## src/rtl/ysyx_22041405_exu_ctrl_pkg.sv

```systemverilog
// Shared types and RV32M constants for the execute-stage controller.
// Imported by the controller and the iterative multiply/divide unit.
package ysyx_22041405_exu_ctrl_pkg;

  localparam int XLEN = 32;

  typedef enum logic [1:0] {
    IDLE   = 2'd0,
    MD_RUN = 2'd1,
    DONE   = 2'd2
  } exu_state_t;

  localparam logic [2:0] MD_MUL    = 3'd0;
  localparam logic [2:0] MD_MULH   = 3'd1;
  localparam logic [2:0] MD_MULHSU = 3'd2;
  localparam logic [2:0] MD_MULHU  = 3'd3;
  localparam logic [2:0] MD_DIV    = 3'd4;
  localparam logic [2:0] MD_DIVU   = 3'd5;
  localparam logic [2:0] MD_REM    = 3'd6;
  localparam logic [2:0] MD_REMU   = 3'd7;

  function automatic logic md_is_div(input logic [2:0] op);
    return op[2];
  endfunction

  function automatic logic md_sgn1(input logic [2:0] op);
    return (op == MD_MULH) || (op == MD_MULHSU) ||
           (op == MD_DIV) || (op == MD_REM);
  endfunction

  function automatic logic md_sgn2(input logic [2:0] op);
    return (op == MD_MULH) || (op == MD_DIV) ||
           (op == MD_REM);
  endfunction

endpackage

```

## src/rtl/ysyx_22041405_mdu_iter.sv

```systemverilog
// Iterative RV32M unit: shift-add multiply and restoring divide,
// one bit per cycle on magnitudes, sign fixed up on the last step.
module ysyx_22041405_mdu_iter
  import ysyx_22041405_exu_ctrl_pkg::*;
#(
  parameter int WIDTH = XLEN
) (
  input  logic             clk,
  input  logic             rst,
  input  logic             start,
  input  logic             kill,
  input  logic [2:0]       op,
  input  logic [WIDTH-1:0] src1,
  input  logic [WIDTH-1:0] src2,
  output logic             done,
  output logic [WIDTH-1:0] result
);

  localparam int CW = $clog2(WIDTH);

  logic               running;
  logic [CW-1:0]      cnt;
  logic [2*WIDTH-1:0] acc;
  logic [WIDTH-1:0]   dvs;
  logic [2:0]         op_q;
  logic               neg_q;
  logic               neg_r;

  logic               neg1, neg2;
  logic [WIDTH-1:0]   abs1, abs2;
  logic [WIDTH:0]     mul_sum;
  logic [WIDTH:0]     div_sh, div_diff;
  logic               div_ge;
  logic [2*WIDTH-1:0] acc_nxt, prod;
  logic [WIDTH-1:0]   quo, rem;

  assign neg1 = md_sgn1(op) && src1[WIDTH-1];
  assign neg2 = md_sgn2(op) && src2[WIDTH-1];
  assign abs1 = neg1 ? -src1 : src1;
  assign abs2 = neg2 ? -src2 : src2;

  // acc holds {hi, lo} for multiply and {remainder, quotient} for divide
  always_comb begin
    mul_sum  = {1'b0, acc[2*WIDTH-1:WIDTH]} + {1'b0, dvs};
    div_sh   = {acc[2*WIDTH-1:WIDTH], acc[WIDTH-1]};
    div_diff = div_sh - {1'b0, dvs};
    div_ge   = ~div_diff[WIDTH];
    if (md_is_div(op_q))
      acc_nxt = {div_ge ? div_diff[WIDTH-1:0] : div_sh[WIDTH-1:0],
                 acc[WIDTH-2:0], div_ge};
    else if (acc[0])
      acc_nxt = {mul_sum, acc[WIDTH-1:1]};
    else
      acc_nxt = {1'b0, acc[2*WIDTH-1:1]};
    prod = neg_q ? -acc_nxt : acc_nxt;
    quo  = neg_q ? -acc_nxt[WIDTH-1:0] : acc_nxt[WIDTH-1:0];
    rem  = neg_r ? -acc_nxt[2*WIDTH-1:WIDTH] : acc_nxt[2*WIDTH-1:WIDTH];
    unique case (op_q)
      MD_MUL:                       result = prod[WIDTH-1:0];
      MD_MULH, MD_MULHSU, MD_MULHU: result = prod[2*WIDTH-1:WIDTH];
      MD_DIV, MD_DIVU:              result = quo;
      MD_REM, MD_REMU:              result = rem;
      default:                      result = '0;
    endcase
  end

  assign done = running && (cnt == CW'(WIDTH - 1));

  always_ff @(posedge clk or posedge rst) begin
    if (rst) begin
      running <= 1'b0;
      cnt     <= '0;
      acc     <= '0;
      dvs     <= '0;
      op_q    <= '0;
      neg_q   <= 1'b0;
      neg_r   <= 1'b0;
    end else if (kill) begin
      running <= 1'b0;
      cnt     <= '0;
    end else if (start) begin
      running <= 1'b1;
      cnt     <= '0;
      op_q    <= op;
      neg_q   <= neg1 ^ neg2;
      neg_r   <= neg1;
      if (md_is_div(op)) begin
        acc <= {{WIDTH{1'b0}}, abs1};
        dvs <= abs2;
      end else begin
        acc <= {{WIDTH{1'b0}}, abs2};
        dvs <= abs1;
      end
    end else if (running) begin
      acc <= acc_nxt;
      cnt <= cnt + CW'(1);
      if (done) begin
        running <= 1'b0;
        cnt     <= '0;
      end
    end
  end

endmodule

```

## src/rtl/ysyx_22041405_exu_ctrl.sv

```systemverilog
// Execute-stage controller: IDU/WBU handshakes, ALU operand muxing,
// RV32M sequencing and the registered result towards writeback.
module ysyx_22041405_exu_ctrl
  import ysyx_22041405_exu_ctrl_pkg::*;
#(
  parameter int WIDTH = XLEN
) (
  input  logic             clk,
  input  logic             rst,
  input  logic             flush,
  input  logic             in_valid,
  output logic             in_ready,
  input  logic [WIDTH-1:0] in_rs1,
  input  logic [WIDTH-1:0] in_rs2,
  input  logic [WIDTH-1:0] in_imm,
  input  logic             in_src2_sel,
  input  logic [7:0]       in_alu_opcode,
  input  logic             in_add_or_sub,
  input  logic             in_U_or_S,
  input  logic             in_md_en,
  input  logic [2:0]       in_md_op,
  output logic [WIDTH-1:0] alu_src1,
  output logic [WIDTH-1:0] alu_src2,
  output logic [7:0]       alu_opcode,
  output logic             alu_add_or_sub,
  output logic             alu_U_or_S,
  input  logic [WIDTH-1:0] alu_result,
  output logic             out_valid,
  input  logic             out_ready,
  output logic [WIDTH-1:0] out_result,
  output logic             busy
);

  exu_state_t       state;
  logic             fire;
  logic [WIDTH-1:0] src2_mux;
  logic [WIDTH-1:0] lat_src1, lat_src2;
  logic [7:0]       lat_opcode;
  logic             lat_aos, lat_uos;
  logic             div_zero, div_ovf, md_special, md_start, md_done;
  logic [WIDTH-1:0] special_val, md_result;

  assign in_ready = (state == IDLE) || (state == DONE && out_ready);
  assign fire     = in_valid && in_ready;
  assign busy     = (state != IDLE);
  assign src2_mux = in_src2_sel ? in_imm : in_rs2;

  always_comb begin
    alu_src1       = lat_src1;
    alu_src2       = lat_src2;
    alu_opcode     = lat_opcode;
    alu_add_or_sub = lat_aos;
    alu_U_or_S     = lat_uos;
    if (fire) begin
      alu_src1       = in_rs1;
      alu_src2       = src2_mux;
      alu_opcode     = in_alu_opcode;
      alu_add_or_sub = in_add_or_sub;
      alu_U_or_S     = in_U_or_S;
    end
  end

  // Divide corner cases resolve at issue and skip the iterative unit
  assign div_zero = (in_rs2 == '0);
  assign div_ovf  = md_sgn2(in_md_op) &&
                    (in_rs1 == {1'b1, {(WIDTH-1){1'b0}}}) && (&in_rs2);
  assign md_special = in_md_en && md_is_div(in_md_op) &&
                      (div_zero || div_ovf);
  assign special_val = div_zero ?
                       (in_md_op[1] ? in_rs1 : '1) :
                       (in_md_op[1] ? '0 : in_rs1);
  assign md_start = fire && in_md_en && !md_special && !flush;

  ysyx_22041405_mdu_iter #(.WIDTH(WIDTH)) u_mdu (
    .clk    (clk),
    .rst    (rst),
    .start  (md_start),
    .kill   (flush),
    .op     (in_md_op),
    .src1   (in_rs1),
    .src2   (in_rs2),
    .done   (md_done),
    .result (md_result)
  );

  always_ff @(posedge clk or posedge rst) begin
    if (rst) begin
      state      <= IDLE;
      out_valid  <= 1'b0;
      out_result <= '0;
      lat_src1   <= '0;
      lat_src2   <= '0;
      lat_opcode <= '0;
      lat_aos    <= 1'b0;
      lat_uos    <= 1'b0;
    end else if (flush) begin
      state     <= IDLE;
      out_valid <= 1'b0;
    end else if (fire) begin
      lat_src1   <= in_rs1;
      lat_src2   <= src2_mux;
      lat_opcode <= in_alu_opcode;
      lat_aos    <= in_add_or_sub;
      lat_uos    <= in_U_or_S;
      unique case (1'b1)
        !in_md_en: begin
          out_result <= alu_result;
          out_valid  <= 1'b1;
          state      <= DONE;
        end
        md_special: begin
          out_result <= special_val;
          out_valid  <= 1'b1;
          state      <= DONE;
        end
        default: begin
          out_valid <= 1'b0;
          state     <= MD_RUN;
        end
      endcase
    end else begin
      unique case (1'b1)
        state == MD_RUN && md_done: begin
          out_result <= md_result;
          out_valid  <= 1'b1;
          state      <= DONE;
        end
        state == DONE && out_ready: begin
          out_valid <= 1'b0;
          state     <= IDLE;
        end
        default: ;
      endcase
    end
  end

endmodule
```

## config.mk

```make
export PLATFORM = sky130hd
export DESIGN_NAME = ysyx_22041405_exu_ctrl
export DESIGN_NICKNAME = d
export VERILOG_FILES = /design/src/rtl/ysyx_22041405_exu_ctrl_pkg.sv /design/src/rtl/ysyx_22041405_mdu_iter.sv /design/src/rtl/ysyx_22041405_exu_ctrl.sv
export SDC_FILE = /design/constraint.sdc
export NUM_CORES = 1
export LEC_CHECK = 0
export CAP_MARGIN = 40
export CORE_ASPECT_RATIO = 0.7
export CORE_MARGIN = 3
export CORE_UTILIZATION = 30
export DETAILED_ROUTE_END_ITERATION = 8
export HOLD_SLACK_MARGIN = 0.08
export PLACE_DENSITY = 0.6
export SLEW_MARGIN = 10
export SYNTH_ARGS = -nofsm -noshare
export SYNTH_HDL_FRONTEND = slang
export SYNTH_HIERARCHICAL = 1
export SYNTH_SLANG_ARGS = --single-unit
```

## constraint.sdc

```tcl
create_clock -name clk -period 6.85 [get_ports clk]
set_input_delay 1.0275 -clock clk [delete_from_list [all_inputs] [get_ports clk]]
set_output_delay 1.0275 -clock clk [all_outputs]
set_load 0.01 [all_outputs]
```

Word-level counts from Yosys, hierarchy flattened --
Cells that the tools add are included.
Word-level totals: bits in registers 216, latch bits 0, bits in writable memories 0, ROM bits 0, bits of input ports 148, output and inout bits 109, logic and storage cells 122, memories 0
Cells by class: $add $sub $neg 8, $mul 0, div/mod/pow operators 0, $lt $le $gt $ge 0, eq/ne operators 16, shifts and indexed selects 0, mux-type cells 41, bitwise logic cells 3, reduce and logical (&&, ||, !) cells 39
Operators with widths (number):
- $mux 32 | 15
- $mux 64 | 5
- $neg 32->32 | 4
- $pmux 32 s4 | 1
- $neg 64->64 | 1
- $pmux 32 s2 | 1
- $add 32x32->33 | 1
- $sub 33x32->33 | 1
- $eq 32x32->1 const B | 1
- $logic_not 32->1 | 1
- $reduce_and 32->1 | 1
- $mux 5 | 4
- $eq 3x3->1 const B | 6
- $logic_and 1x1->1 | 13
- $eq 3x2->1 const B | 3
- $mux 1 | 9
- $mux 8 | 1
- $logic_or 1x1->1 | 7
- $eq 3x1->1 const B | 2
- $mux 2 | 3
- $reduce_bool 2->1 | 3
- $reduce_or 2->1 | 3
- $add 5x1->5 const B | 1
- $eq 5x5->1 const B | 1
- other kinds (15) | 19

Longest topological paths before layout --
Gate-level depths: netlist (run 1).
depth in word-level cells 12, gate-level depth with buffers 26, mapped depth without buffers 26

Modules after synthesis --
The synthesis (run 1) kept the hierarchy.
Modules (own cells, without submodules):
- ysyx_22041405_mdu_iter | times used 1, cells an instance 2084, area an instance 14699.1 sq um, sequential area each 2677.6 sq um
- ysyx_22041405_exu_ctrl | times used 1, cells an instance 759, area an instance 6637.6 sq um, sequential area each 2702.6 sq um

Worst setup path before layout (run 1) --
Ideal clock, no wire load.
kind flip-flop to flip-flop, start point register u_mdu.op_q[2], end point register out_result[14], library setup time 0.126 ns, data arrival time 5.710 ns, data required time 6.724 ns, slack 1.014 ns, stages on the path, launching flop included 26, path buffers 9, clock period less this slack 5.836 ns, path through dfrtp_1 clkbuf_1 buf_2 buf_2 buf_2 buf_2 buf_2 buf_2 buf_2 buf_1 mux2i_1 ha_1 o21ai_0 nor4_1 nand4_1 nand2b_1 or3_1 or2_1 nor3_2 nor2_1 o31a_1 o22ai_1 a211oi_1 nor2_1 nor2_1 o32a_1
Between the ends: longest elaborated chain between the ends 6, elaborated cells on any way between the ends 21, those cells by class add/sub: 3; eq/ne: 7; mux: 7; reduce/logical: 4
RTL lines:
- from (decl) | line ysyx_22041405_mdu_iter.sv:25 | logic [2:0] op_q;
- from (signal assigned) | line ysyx_22041405_mdu_iter.sv:84 | op_q <= op;
- $mux 64 | line ysyx_22041405_mdu_iter.sv:48 | if (md_is_div(op_q))
- $neg 64->64 (tied with other cells) | line ysyx_22041405_mdu_iter.sv:55 | prod = neg_q ? -acc_nxt : acc_nxt;
- $mux 64 (tied with other cells) | line ysyx_22041405_mdu_iter.sv:55
- $pmux 32 s4 (*) | line ysyx_22041405_mdu_iter.sv:58 | unique case (op_q)
- net md_result[14] | line ysyx_22041405_exu_ctrl.sv:41 | logic [WIDTH-1:0] special_val, md_result;
- $mux 32 (*) | line ysyx_22041405_exu_ctrl.sv:122 | unique case (1'b1)
- $mux 32 (*) | line ysyx_22041405_exu_ctrl.sv:99 | end else if (fire) begin
- to (signal assigned) | line ysyx_22041405_exu_ctrl.sv:107 | out_result <= alu_result;
- to (signal assigned) | line ysyx_22041405_exu_ctrl.sv:112 | out_result <= special_val;
- to (signal assigned) | line ysyx_22041405_exu_ctrl.sv:124 | out_result <= md_result;
- to (decl) | line ysyx_22041405_exu_ctrl.sv:30 | output logic [WIDTH-1:0] out_result,
Mark *: on every way through the listed nets, which the timed path passes. The rest lies on a longest branch. The select of a mux whose other input is x is not followed. A chain may end at the register's enable or synchronous reset.

Final worst setup path (run 1) --
start point register u_mdu.acc[31], end point register out_result[16]
Between the ends: longest elaborated chain between the ends 8, elaborated cells on any way between the ends 14, those cells by class add/sub: 4; mux: 9; bitwise: 1
RTL lines:
- from (decl) | line ysyx_22041405_mdu_iter.sv:23 | logic [2*WIDTH-1:0] acc;
- from (signal assigned) | line ysyx_22041405_mdu_iter.sv:88 | acc <= {{WIDTH{1'b0}}, abs1};
- from (signal assigned) | line ysyx_22041405_mdu_iter.sv:91 | acc <= {{WIDTH{1'b0}}, abs2};
- from (signal assigned) | line ysyx_22041405_mdu_iter.sv:95 | acc <= acc_nxt;
- $sub 33x32->33 | line ysyx_22041405_mdu_iter.sv:46 | div_diff = div_sh - {1'b0, dvs};
- $mux 32 or $not 1->1 (tied branches) | line ysyx_22041405_mdu_iter.sv:49, ysyx_22041405_mdu_iter.sv:47
- $mux 64 (*) | line ysyx_22041405_mdu_iter.sv:48
- $neg 64->64 (tied with other cells) | line ysyx_22041405_mdu_iter.sv:55
- $mux 64 (tied with other cells) | line ysyx_22041405_mdu_iter.sv:55
- $pmux 32 s4 (*) | line ysyx_22041405_mdu_iter.sv:58
- net md_result[16] | line ysyx_22041405_exu_ctrl.sv:41
- $mux 32 (*) | line ysyx_22041405_exu_ctrl.sv:122
- $mux 32 (*) | line ysyx_22041405_exu_ctrl.sv:99
Marked as above.

==> results.toml, run 1 <==
[run_status]
status = "complete, no violations"

[worst_setup_path]
rrSetupSlack_ns = 0.40
r2r_end = "out_result[16]"
crit_path_max_fanout = 7
path_buf_inv = 3
worstPathArrival_ns = 6.91
reg2reg_from = "u_mdu/acc[31]"
worstSetupEndpointType = "flip-flop"
path_delay_family = "simple AND/OR/NAND/NOR gates"
cpPeakStageDelay_ns = 0.43
crit_required_ns = 7.31
crit_type = "flip-flop to flip-flop"
start_kind = "flip-flop"
rr_worst_depth = 26
critPathSlowestCell = "nor4_1"

[synthesis]
yosys.area_share.simple = 0.228
syn_nets = 3062
synthMuxAreaShare = 0.0828
async_reset_ff_frac = 1.00
synth_cells = 2843
yosys.area_share.adder = 0.0423
synth_seq_cells = 215
synth.distinct_cells = 102
synthesis.area_um2 = 21300
synth_top_family_by_area = "compound AO/OA/AOI/OAI gates"
synth-xor-area-share = 0.0649
yosys_warnings = 6
ys.flop_type = "dfrtp_1"
synth_compound_area_frac = 0.280
synth_edf_count = 0
avgSynthCellArea_um2 = 7.50
ys_seq_area_frac = 0.252

[placement]
gp_congestion = 1.03
place_area_um2 = 24900
place_hpwl_um = 74100
numPortBuffers = 256

[timing]
setup_tns_ns = 0
relSlewSlack = 0.325
setup_violations = 0
finalCriticalPeriod_ns = 6.45
finalCritPeriodShare = 0.942
slew_violations = 0
whs_ns = 0.498
hold_violations = 0
fin_skew_ns = 0.0173
worstMarginPinSlew_ns = 1.01
rsz0062_at_grt = "false"
fmax_mhz = 155

[global_routing]
grt_antenna_before_repair = 6
grt_start_max_net_pins = 204
grt_pass1_vias = 21054
grt_pass1_wl_um = 139000
grt_use_total = 0.243
grt-ovfl-total = 0

[die]
core.rowCount = 81
pin_count = 257
core_um2 = 70100
dieArea_um2 = 74400
die_y_um = 229
initial_core_util = 0.304
die_w_um = 325

[pwr]
irDropWorstVdd_uv = 253
powerDensity_nw_per_um2 = 470
p_leak_nw = 10.3
total_power_mw = 12.2

[flow_run]
drv_cap = 0

[hold_path]
hold_path.class = "flip-flop to flip-flop"
holdPathEnd = "out_result[15]"
holdPathStages = 1
hp-start = "out_result[15]"

[clocking]
clock_latency_ns = 0.58
clockBufferDepth = 3
root_buffer = "clkbuf_16"
cts_hold_buffers = 0
clock_sinks = 215
cts_tree = "done"
cts_buffers = 26
cts_max_level = 1
cts.clk_slew.worst_paths_ns = 0.07

[detailed_routing]
routedWlPerCell_um = 24.1
final_antenna_net_count = 0
drt-pass1-iter-count = 7
dr_total_vias = 23601
drt_iter0_markers = 3465
routed_wl_um = 95700
viasPerCell = 5.93
drcViolationCount = 0

[layout]
nets = 3222
final_area_um2 = 25900
drive_above_1_share = 0.0853
area_delta_synth_final_pct = 21.5
==> sequential cells by signal, summed over array words and instances (netlist names) <==
signal,flops
u_mdu/running,1
lat_src1,32
u_mdu/neg_q,1
lat_uos,1
u_mdu/op_q,3
u_mdu/acc,64
lat_src2,32
lat_aos,1
state,1
out_valid,1
u_mdu/dvs,32
out_result,32
u_mdu/cnt,5
u_mdu/neg_r,1
lat_opcode,8
==> layout make-up <==
type	instances	area, um^2
inverter	80	305
sequential	215	5380
antenna	1	2.50
clock inverter	19	251
tap	954	1190
fill	7389	44200
multi-input combinational	2358	14900
timing repair buffer	322	3160
clock buffer	29	682
==> per-layer routing <==
metal | routed length, um | global-route usage | vias to the layer above
li1 | - | - | 10767
met1 | 42600 | 0.362 | 11257
met2 | 36000 | 0.315 | 1442
met3 | 15100 | 0.110 | 133
met4 | 1900 | 0.0426 | 2
met5 | 13 | 0 | -
==> report_power, final <==
| part | leakage [nW] | internal [mW] | switching, mW | total [mW] |
|---|---|---|---|---|
| clock | 0.459 | 0.914 | 0.663 | 1.58 |
| sequential | 2.62 | 1.67 | 0.501 | 2.18 |
| combinational | 7.20 | 2.96 | 5.47 | 8.43 |
| total | 10.3 | 5.55 | 6.63 | 12.2 |
==> synthesized netlist by cell type, drive strengths merged (18+ instances only) <==
library cell / count / area share
a211oi: 66 / 0.023
a21o: 25 / 0.0088
a21oi: 233 / 0.056
a221oi: 39 / 0.016
a31oi: 33 / 0.010
and2: 20 / 0.0059
and3: 18 / 0.0053
buf: 49 / 0.011
clkbuf: 141 / 0.025
dfrtp: 215 / 0.25
ha: 69 / 0.040
inv: 79 / 0.014
mux2: 84 / 0.044
mux2i: 82 / 0.038
nand2: 410 / 0.073
nand2b: 24 / 0.0070
nand3: 46 / 0.011
nand4: 32 / 0.010
nor2: 284 / 0.050
nor3: 92 / 0.023
nor4: 38 / 0.013
o211ai: 29 / 0.010
o21ai: 257 / 0.061
o31ai: 20 / 0.0073
o32a: 33 / 0.015
or3: 24 / 0.0073
xnor2: 97 / 0.040
xor2: 61 / 0.025
==> cells in the final DEF (no fill, tap or decap), drive strengths merged, types with 29 or more instances in the layout <==
| cell type | netlist | layout |
|---|---|---|
| a211oi | 66 | 66 |
| a21oi | 233 | 233 |
| a221oi | 39 | 39 |
| a31oi | 33 | 33 |
| buf | 49 | 68 |
| clkbuf | 141 | 29 |
| clkdlybuf4s50 | 0 | 254 |
| dfrtp | 215 | 215 |
| ha | 69 | 69 |
| inv | 79 | 82 |
| mux2 | 84 | 84 |
| mux2i | 82 | 82 |
| nand2 | 410 | 410 |
| nand3 | 46 | 46 |
| nand4 | 32 | 32 |
| nor2 | 284 | 284 |
| nor3 | 92 | 92 |
| nor4 | 38 | 38 |
| o211ai | 29 | 29 |
| o21ai | 257 | 257 |
| o32a | 33 | 33 |
| xnor2 | 97 | 97 |
| xor2 | 61 | 61 |
==> logic make-up (layout without fill, tap and decap cells) <==
kind of cell             Yosys count  count (layout)
AO/OA/AOI/OAI                    909             909
XOR/XNOR                         158             158
adder cells (fa/ha/maj)           71              71
buffers and inverters            270             450
flip-flops                       215             215
multiplexers                     166             166
other                              0               1
AND/OR/NAND/NOR                 1054            1054
==> through the flow <==
| stage | worst slack (ns) | util | instances |
|---|---|---|---|
| finish | 0.400 | 0.370 | 3978 |
| global route | 0.00822 | 0.370 | 3977 |
| CTS | 0.291 | 0.369 | 3973 |
| detailed placement | 0.328 | 0.356 | 3925 |
| global placement | 0.536 | 0.353 | 3911 |
| floorplan | 1.01 | - | 2843 |
==> worst max-delay path by stage <==
stage	from	end	slack, ns	depth (start not counted)
detailed placement	u_mdu/acc[31]	out_result[14]	0.33	25
CTS	u_mdu/acc[31]	out_result[14]	0.29	25
floorplan	u_mdu/op_q[2]	out_result[14]	1.01	25
global placement	u_mdu/acc[31]	out_result[14]	0.54	25
global route	u_mdu/acc[31]	out_result[16]	0.008	26
finish	u_mdu/acc[31]	out_result[16]	0.40	26
==> timing repair <==
item | in CTS | in global routing
gates resized for setup | 0 | 1
setup buffers | 0 | 3
endpoints found under the setup margin | 0 | 8
Power figures use the tool's default switching activity.
==> run 2, diff against run 1 <==
Settings changed: ABC_CLOCK_PERIOD_IN_PS from default to 6850, HOLD_SLACK_MARGIN 0.08 to 0.12.
==> results of run 2 <==
Same layout as run 1: the final DEF is identical, and so are final timing and power.
